$ cat src/rtl/sprite_pkg.sv
// Shared types and constants for the sprite scheduler.
package sprite_pkg;

  typedef enum logic [1:0] {
    ST_IDLE   = 2'd0,
    ST_ARB    = 2'd1,
    ST_ACTIVE = 2'd2
  } sched_state_e;

  localparam logic [23:0] BG_WHITE  = 24'hFFFFFF;
  localparam int          SPR_CELLS = 16;

endpackage

$ cat src/rtl/sprite_box_hit.sv
// Combinational box test for one sprite: x0 < x <= x0+box, y0 < y <= y0+box.
// Coordinates are widened by one bit so the far edge never wraps.
module sprite_box_hit
  import sprite_pkg::*;
#(
  parameter int SCALE = 8
) (
  input  logic [9:0] i_x,
  input  logic [8:0] i_y,
  input  logic [9:0] i_x0,
  input  logic [8:0] i_y0,
  output logic       o_hit
);

  localparam int BOX = SPR_CELLS * SCALE;

  logic [10:0] w_x, w_x0, w_x1;
  logic [9:0]  w_y, w_y0, w_y1;

  // Extend and compare against both box edges
  always_comb begin
    w_x   = {1'b0, i_x};
    w_x0  = {1'b0, i_x0};
    w_x1  = w_x0 + 11'(BOX);
    w_y   = {1'b0, i_y};
    w_y0  = {1'b0, i_y0};
    w_y1  = w_y0 + 10'(BOX);
    o_hit = (w_x > w_x0) && (w_x <= w_x1) && (w_y > w_y0) && (w_y <= w_y1);
  end

endmodule

$ cat src/rtl/sprite_scheduler.sv
// Per-frame round-robin sprite arbitration plus priority pixel compositor.
// Optional macro SPRITE_SCHED_HOLD_EN: sprites shown last frame that still
// request are re-granted first; remaining slots filled round-robin.
//
// state  | meaning
// IDLE   | after reset, nothing granted yet
// ARB    | scanning one sprite index per cycle, busy high
// ACTIVE | grants frozen for the frame, compositing
module sprite_scheduler
  import sprite_pkg::*;
#(
  parameter int NSPR    = 4,
  parameter int MAX_ACT = 2,
  parameter int SCALE   = 8
) (
  input  logic                 clk,
  input  logic                 rst,
  input  logic [9:0]           x,
  input  logic [8:0]           y,
  input  logic                 frame_start,
  input  logic [NSPR-1:0]      req,
  input  logic [NSPR*10-1:0]   req_x0,
  input  logic [NSPR*9-1:0]    req_y0,
  input  logic [NSPR*24-1:0]   spr_rgb,
  output logic [NSPR-1:0]      chosen,
  output logic [NSPR*10-1:0]   x0_out,
  output logic [NSPR*9-1:0]    y0_out,
  output logic [7:0]           r,
  output logic [7:0]           g,
  output logic [7:0]           b,
  output logic                 busy
);

  localparam int              PW        = (NSPR > 1) ? $clog2(NSPR) : 1;
  localparam logic [PW:0]     NSPR_W    = (PW+1)'(NSPR);
  localparam logic [PW:0]     MAX_W     = (PW+1)'(MAX_ACT);
  localparam logic [PW-1:0]   SCAN_LAST = PW'(NSPR-1);

  sched_state_e        r_state, w_state_nxt;
  logic [PW-1:0]       r_scan, r_rr_ptr, r_last_idx;
  logic [PW-1:0]       w_idx, w_last_nxt, w_rr_nxt;
  logic [PW:0]         r_cnt, w_sum, w_pre_cnt;
  logic                r_any, w_any_nxt;
  logic [NSPR-1:0]     r_grant, r_chosen, w_pre, w_grant_nxt, w_hit;
  logic [NSPR*10-1:0]  r_x0;
  logic [NSPR*9-1:0]   r_y0;
  logic                w_enter_arb, w_scan_grant, w_scan_done, w_busy;
  logic [9:0]          r_x_d;
  logic [8:0]          r_y_d;
  logic [23:0]         w_pix, r_pix;

  // Scan index = (rr_ptr + scan) mod NSPR
  always_comb begin
    w_sum = {1'b0, r_rr_ptr} + {1'b0, r_scan};
    if (w_sum >= NSPR_W) w_idx = PW'(w_sum - NSPR_W);
    else                 w_idx = w_sum[PW-1:0];
  end

`ifdef SPRITE_SCHED_HOLD_EN
  // Sprites still requesting keep their slot from the previous frame
  always_comb begin
    w_pre     = r_chosen & req;
    w_pre_cnt = '0;
    for (int i = 0; i < NSPR; i++) w_pre_cnt = w_pre_cnt + (PW+1)'(w_pre[i]);
  end
`else
  assign w_pre     = '0;
  assign w_pre_cnt = '0;
`endif

  // State register
  always_ff @(posedge clk or negedge rst) begin
    if (!rst) r_state <= ST_IDLE;
    else      r_state <= w_state_nxt;
  end

  // Next state and per-cycle grant decision
  always_comb begin
    w_state_nxt  = r_state;
    w_busy       = 1'b0;
    w_enter_arb  = 1'b0;
    w_scan_grant = 1'b0;
    w_scan_done  = 1'b0;
    case (r_state)
      ST_IDLE, ST_ACTIVE: begin
        if (frame_start) begin
          w_state_nxt = ST_ARB;
          w_enter_arb = 1'b1;
        end
      end
      ST_ARB: begin
        w_busy       = 1'b1;
        w_scan_grant = req[w_idx] && !r_grant[w_idx] && (r_cnt < MAX_W);
        if (r_scan == SCAN_LAST) begin
          w_scan_done = 1'b1;
          w_state_nxt = ST_ACTIVE;
        end
      end
      default: w_state_nxt = ST_IDLE;
    endcase
  end

  // Grant vector and round-robin pointer including this cycle's grant
  always_comb begin
    w_grant_nxt = r_grant;
    if (w_scan_grant) w_grant_nxt[w_idx] = 1'b1;
    w_last_nxt = w_scan_grant ? w_idx : r_last_idx;
    w_any_nxt  = r_any | w_scan_grant;
    w_rr_nxt   = (w_last_nxt == SCAN_LAST) ? '0 : w_last_nxt + PW'(1);
  end

  // Arbitration datapath: partial grants, origin latches, frame grant, pointer
  always_ff @(posedge clk or negedge rst) begin
    if (!rst) begin
      r_scan     <= '0;
      r_grant    <= '0;
      r_cnt      <= '0;
      r_any      <= 1'b0;
      r_last_idx <= '0;
      r_rr_ptr   <= '0;
      r_chosen   <= '0;
      r_x0       <= '0;
      r_y0       <= '0;
    end else if (w_enter_arb) begin
      r_scan     <= '0;
      r_grant    <= w_pre;
      r_cnt      <= w_pre_cnt;
      r_any      <= 1'b0;
      r_last_idx <= '0;
      for (int i = 0; i < NSPR; i++) begin
        if (w_pre[i]) begin
          r_x0[i*10 +: 10] <= req_x0[i*10 +: 10];
          r_y0[i*9 +: 9]   <= req_y0[i*9 +: 9];
        end
      end
    end else if (w_busy) begin
      r_scan     <= r_scan + PW'(1);
      r_grant    <= w_grant_nxt;
      r_any      <= w_any_nxt;
      r_last_idx <= w_last_nxt;
      if (w_scan_grant) begin
        r_cnt                <= r_cnt + (PW+1)'(1);
        r_x0[w_idx*10 +: 10] <= req_x0[w_idx*10 +: 10];
        r_y0[w_idx*9 +: 9]   <= req_y0[w_idx*9 +: 9];
      end
      if (w_scan_done) begin
        r_chosen <= w_grant_nxt;
        if (w_any_nxt) r_rr_ptr <= w_rr_nxt;
      end
    end
  end

  for (genvar gi = 0; gi < NSPR; gi++) begin : g_hit
    sprite_box_hit #(.SCALE(SCALE)) u_hit (
      .i_x  (r_x_d),
      .i_y  (r_y_d),
      .i_x0 (r_x0[gi*10 +: 10]),
      .i_y0 (r_y0[gi*9 +: 9]),
      .o_hit(w_hit[gi])
    );
  end

  // Lowest-index visible, non-white sprite wins; otherwise background
  always_comb begin
    w_pix = BG_WHITE;
    for (int i = NSPR-1; i >= 0; i--) begin
      if (r_chosen[i] && w_hit[i] && (spr_rgb[i*24 +: 24] != BG_WHITE))
        w_pix = spr_rgb[i*24 +: 24];
    end
  end

  // Pixel pipeline: delay x,y to meet spr_rgb, then register the composite
  always_ff @(posedge clk or negedge rst) begin
    if (!rst) begin
      r_x_d <= '0;
      r_y_d <= '0;
      r_pix <= BG_WHITE;
    end else begin
      r_x_d <= x;
      r_y_d <= y;
      r_pix <= w_pix;
    end
  end

  assign chosen = r_chosen;
  assign x0_out = r_x0;
  assign y0_out = r_y0;
  assign busy   = w_busy;
  assign r      = r_pix[23:16];
  assign g      = r_pix[15:8];
  assign b      = r_pix[7:0];

endmodule

$ cat config.mk
export PLATFORM = sky130hd
export DESIGN_NAME = sprite_scheduler
export DESIGN_NICKNAME = d
export VERILOG_FILES = /design/src/rtl/sprite_pkg.sv /design/src/rtl/sprite_box_hit.sv /design/src/rtl/sprite_scheduler.sv
export SDC_FILE = /design/constraint.sdc
export NUM_CORES = 1
export LEC_CHECK = 0
export CAP_MARGIN = 25
export CORE_ASPECT_RATIO = 1.4
export CORE_UTILIZATION = 35
export CTS_CLUSTER_DIAMETER = 50
export CTS_CLUSTER_SIZE = 12
export DETAILED_ROUTE_END_ITERATION = 7
export GPL_TIMING_DRIVEN = 1
export MAX_ROUTING_LAYER = met4
export PLACE_DENSITY_LB_ADDON = 0.05
export RECOVER_POWER = 50
export SLEW_MARGIN = 10
export SYNTH_ARGS = -nofsm -noshare
export SYNTH_HDL_FRONTEND = slang
export SYNTH_SLANG_ARGS = --single-unit
$ cat constraint.sdc
create_clock -name clk -period 6.85 [get_ports clk]
set_input_delay 1.0275 -clock clk [delete_from_list [all_inputs] [get_ports clk]]
set_output_delay 1.0275 -clock clk [all_outputs]
set_load 0.01 [all_outputs]
Yosys cells after proc, flatten, opt, wreduce, memory -nomap -nowiden --
Cells that the tools add are included.
Cells by class: equal/unequal tests 10, div/mod/pow operators 0, $mul 2, bitwise gates (word level) 3, reductions and logical operators 33, mux-type cells 36, shift operators 6, add/sub/neg operators 15, $lt $le $gt $ge 20
Operators by type and width (number):
- 24-bit two-way mux | 4
- 24-bit != test, second input constant | 4
- 6-bit negator with 34-bit output | 2
- 10-bit by 8-bit adder with 11-bit output, second input constant | 4
- 10-bit by 11-bit less-or-equal comparator with 1-bit output | 4
- 9-bit by 8-bit adder with 10-bit output, second input constant | 4
- 40-bit bitwise mux | 1
- 10-bit > comparator | 4
- 9-bit by 10-bit less-or-equal comparator with 1-bit output | 4
- 10-bit by 34-bit variable shift with 40-bit output, first input constant | 1
- 10-bit by 34-bit variable part select with 40-bit output | 1
- 40-bit by 7-bit variable part select with 10-bit output | 1
- 36-bit bitwise mux | 1
- 9-bit > comparator | 4
- 9-bit by 34-bit variable shift with 36-bit output, first input constant | 1
- 36-bit by 7-bit variable part select with 9-bit output | 1
- 9-bit by 34-bit variable part select with 36-bit output | 1
- 1-bit logical AND | 23
- 2-bit two-way mux | 9
- 4-bit two-way mux | 3
- 1-bit two-way mux | 11
- 3-bit two-way mux | 3
- 2-bit == test, second input constant | 3
- 2-bit by 4-bit multiplier with 6-bit output, second input constant | 1
- 24 further kinds | 30
Word-level totals: memories kept 0, output and inout port bits 105, memory bits (read-only) 0, flip-flop bits (word level) 139, bits in latches 0, memory bits (writable) 0, input bits 198

Logic depth before layout (Yosys ltp) --
depth after elaboration 12, depth in mapped cells 13, gate-level depth less buffers 11

Cells and area by module --
From an unflattened synthesis, not the netlist that was laid out.
Unflattened totals: cells, all modules 893, area, all modules 9253.9 µm²
By module, submodules not included:
- sprite_scheduler | cells each 513, area each 6381.1 µm², times used 1
- sprite_box_hit | cells each 95, area each 718.2 µm², times used 4

Worst setup path before layout --
No wires, ideal clock.
kind reg2reg, start register r_scan[0], end register r_x0[12], in the netlist x0_out[12], library setup time 0.127 ns, stages on the path, launching flop included 13, data required time 6.723 ns, path buffers 4, path slack 3.595 ns, period minus slack after synthesis 3.255 ns, data arrival time 3.128 ns, cells stage by stage dfrtp_1 ha_1 xnor2_2 xnor2_4 buf_6 clkbuf_1 ha_1 clkbuf_1 clkbuf_1 mux2i_1 nor2_1 a211oi_1 a21oi_1
On the way: word-level cells in the longest chain between the ends 10, elaborated cells on any way between the ends 19
RTL lines:
- start: declaration | line sprite_scheduler.sv:40 | logic [PW-1:0] r_scan, r_rr_ptr, r_last_idx;
- start signal: assignment | line sprite_scheduler.sv:137 | r_scan <= r_scan + PW'(1);
- 2-bit by 2-bit adder with 3-bit output * | line sprite_scheduler.sv:54 | w_sum = {1'b0, r_rr_ptr} + {1'b0, r_scan};
- 3-bit >= comparator / 2-bit by 1-bit subtractor with 2-bit output (equally long branches) | line sprite_scheduler.sv:55 | if (w_sum >= NSPR_W) w_idx = PW'(w_sum - NSPR_W);
- 2-bit two-way mux * | line sprite_scheduler.sv:55
- branches (longest 7 deep; another with 2-bit by 3-bit multiplier with 5-bit output)
- end signal: indexed assignment | line sprite_scheduler.sv:132 | r_x0[i*10 +: 10] <= req_x0[i*10 +: 10];
- end signal: indexed assignment | line sprite_scheduler.sv:143 | r_x0[w_idx*10 +: 10] <= req_x0[w_idx*10 +: 10];
- end: declaration | line sprite_scheduler.sv:45 | logic [NSPR*10-1:0] r_x0;
Mark *: on every way between the ends. The select of a mux whose other input is x is not followed. A chain may end at the register's enable or synchronous reset.

Worst setup path in the final report --
start register r_x_d[2], end register r_pix[20]
On the way: word-level cells in the longest chain between the ends 10, elaborated cells on any way between the ends 32
RTL lines:
- start: declaration | line sprite_scheduler.sv:48 | logic [9:0] r_x_d;
- start signal: assignment | line sprite_scheduler.sv:175 | r_x_d <= '0;
- start signal: assignment | line sprite_scheduler.sv:179 | r_x_d <= x;
- 10-bit by 11-bit less-or-equal comparator with 1-bit output / 10-bit > comparator (equally long branches) | line sprite_box_hit.sv:28 | o_hit = (w_x > w_x0) && (w_x <= w_x1) && (w_y > w_y0) && (w_y <= w_y1);
- 1-bit logical AND (3 in series) | line sprite_box_hit.sv:28
- 1-bit logical AND (2 in series) | line sprite_scheduler.sv:167 | if (r_chosen[i] && w_hit[i] && (spr_rgb[i*24 +: 24] != BG_WHITE))
- 24-bit two-way mux (3 in series) | line sprite_scheduler.sv:167
- 24-bit two-way mux * | line sprite_scheduler.sv:167
- named net w_pix[20] | line sprite_scheduler.sv:50 | logic [23:0] w_pix, r_pix;
- end signal: assignment | line sprite_scheduler.sv:181 | r_pix <= w_pix;
- end: declaration | line sprite_scheduler.sv:50
Mark *: on every way through the listed nets, which the timed path passes. The rest lies on a longest branch.

==> impl_metrics.py <==
metrics = {
    "drt": {
        "drc": 0,
        "ant_nets": 0,
        "vias": 8607,
        "dr.first_iter.drc_count": 407,
        "first_pass_iters": 5,
        "wl_per_cell_um": 20.8,
        "drt_wl_total_um": 32800,
        "viasPerCell": 5.47,
    },
    "global_route": {
        "grt_max_degree": 84,
        "grt_usage_pct": 25.0,
        "top_usage_layer": "met2",
        "first_global_vias": 8708,
        "use_met3_pct": 4.27,
        "grt_overflow": 0,
        "antenna_found_initial": 0,
        "grtUsageMet1_pct": 28.3,
        "use_met2_pct": 44.2,
        "grt_pass1_wl_um": 50200,
    },
    "run_status": {
        "outcome": "finished with violations",
        "violations": "max-capacitance violations, max-slew violations",
    },
    "synth": {
        "avgSynthCellArea_um2": 9.92,
        "ys_warn_count": 0,
        "ys_seq_area_share_pct": 37.4,
        "yosysTopAreaCellShare_pct": 30.6,
        "synth_edf_count": 0,
        "async_reset_ff_share_pct": 100,
        "synth_top_cell_by_area": "dfrtp_1",
        "synth.area.top_cells": "dfrtp_1 31%, ha_1 15%, dfstp_2 6.7%",
        "synth_seq_cells": 139,
        "synth_nets": 1260,
        "synth.cell_area_mm2": 0.00939,
        "ys.flop_type": "dfrtp_1",
        "synth_commonest_cells": "115 x dfrtp_1, 115 x ha_1, 90 x inv_1",
        "synth.distinct_cells": 73,
        "syn_inst": 947,
    },
    "worst_setup_path": {
        "critical_path_class": "reg2reg",
        "arrival_ns": 4.56,
        "cp_max_fo": 25,
        "start_kind": "register",
        "cp.required_ns": 7.16,
        "end_kind": "register",
    },
    "layout": {
        "diodes": 0,
        "layout-drive-gt1-share_pct": 7.76,
        "final_core_util_pct": 50.9,
        "fin_nets": 1550,
        "area_growth_pct": 42.4,
    },
    "timing": {
        "maxSlewHeadroom_pct": -113,
        "maxSlewViolCount": 58,
        "rsz0062_at_grt": "no",
        "worst_clock_skew_ns": 0.00994,
        "setup_violations": 0,
        "finalHoldViolations": 0,
        "final.setup.tns_ns": 0,
        "timing.fmax_mhz": 235,
        "worst_pin_slew_ns": 3.20,
        "fin_crit_sh_pct": 62.1,
        "whs_ns": 0.517,
        "fin_crit_ns": 4.25,
    },
    "clocking": {
        "cts_sinks": 139,
        "max-clock-path-buffers": 2,
        "cts-resized-gates": 0,
        "ctsHoldBuffers": 0,
        "cts_tree": "yes",
        "root_buffer": "clkbuf_16",
        "clkTransAtPathRegs_ns": 0.06,
        "worstSkewPairLatency_ns": 0.43,
        "cts_made_buffers": 17,
        "htreeDepth": 4,
        "postCtsSetupRepairBufs": 0,
    },
    "die": {
        "fp.dieH_um": 196,
        "core_area_mm2": 0.0263,
        "die_area_mm2": 0.0275,
        "die_x_um": 140,
        "io_pins": 303,
        "start_util_pct": 35.7,
        "std_cell_rows": 70,
    },
    "power": {
        "powerDensity_mw_per_mm2": 477,
        "leakagePower_uw": 0.00559,
        "ir_drop_mv": 0.421,
    },
    "placement": {
        "io_buffers": 302,
        "dp_hpwl_um": 26100,
        "gp_congestion": 0.905,
    },
    "flow_run": {
        "maxCapViolCount": 1,
    },
    "worst_hold_path": {
        "hp-class": "reg2reg",
    },
}
==> final cells by class <==
class                      count  area (um^2)
clock buffer                  25          485
clock inverter                 7          163
fill                        2460        12900
inverter                      92          345
multi-input combinational    677         5370
sequential                   139         3510
tap                          324          405
timing repair buffer         310         3090
==> flip-flops by register name, summed over array words and instances (netlist names) <==
name        flops
x0_out         40
y0_out         36
r_grant         4
r_any           1
r_y_d           9
r_scan          2
r_cnt           3
chosen          4
r_state         2
r_last_idx      2
r_rr_ptr        2
r_pix          24
r_x_d          10
==> final timing paths <==
kind	start	endpoint	slack [ns]	cells after the start
setup / recovery	r_x_d[2]	r_pix[20]	2.60	9
hold / removal	x0_out[32]	x0_out[32]	0.52	2
setup reg to reg	r_x_d[2]	r_pix[20]	2.60	9
hold reg to reg	x0_out[32]	x0_out[32]	0.52	2
max in group asynchronous	rst	r_x_d[6]	2.68	2
min in group asynchronous	rst	y0_out[8]	0.68	1
==> power by group <==
group | total, uW | leakage [uW] | switching, uW | internal (uW)
registers | 1400 | 0.00174 | 276 | 1130
logic | 3950 | 0.00354 | 2290 | 1660
clock network | 1030 | 0.000312 | 356 | 675
==> cell usage in the layout (no fill, tap or decap), drive strengths merged, types with 7 or more instances in the layout <==
| cell | instances |
|---|---|
| nand2 | 53 |
| o21a | 10 |
| clkdlybuf4s50 | 252 |
| a22o | 49 |
| nor3 | 17 |
| a21o | 16 |
| a211oi | 15 |
| or2 | 7 |
| clkbuf | 26 |
| nand3 | 19 |
| a21oi | 33 |
| xnor2 | 9 |
| inv | 91 |
| dfstp | 24 |
| nor2 | 55 |
| ha | 115 |
| dfrtp | 115 |
| mux2i | 9 |
| o22ai | 29 |
| nand2b | 11 |
| buf | 8 |
| o21ai | 64 |
| a22oi | 30 |
| mux4 | 19 |
| nor2b | 10 |
| dlygate4sd3 | 49 |
| nand4 | 33 |
==> kinds of logic after synthesis <==
group	Yosys count	synth area share, %
xor gates and xnor gates	10	1.21
buffers and inverters	131	5.53
DFF	139	37.4
and+or+nand+nor	229	12.9
AOI/OAI and AO/OA	294	21.9
muxes	29	5.76
adders and majority gates	115	15.3
==> layer usage <==
layer | part of all wire [%] | up-vias
li1 | - | 4145
met1 | 41 | 4120
met2 | 51 | 295
met3 | 5.1 | 47
met4 | 2.6 | 0
met5 | 0 | -
==> metrics by stage <==
step                power (uW)  setup slack (ns)  instance area (um^2)  std cells
CTS                       6440              2.61                 13300       1572
floorplan                 3870              3.60                  9390        947
finish                    6380              2.60                 13400       1574
detailed placement        5380              2.40                 12700       1540
global route              6830              1.87                 13400       1574
global placement          5380              2.46                 12700       1540
==> worst max-delay path, stage by stage (launching register included) <==
cell	delay, ns
dfrtp_1	0.48
ha_1	0.33
o21ai_0	0.16
a21oi_1	0.06
o41ai_1	0.65
o211ai_1	0.19
a311oi_1	0.42
and2_1	0.82
nand2b_1	0.77
o21ai_0	0.25
No activity file was read; power rests on OpenSTA's default activity.
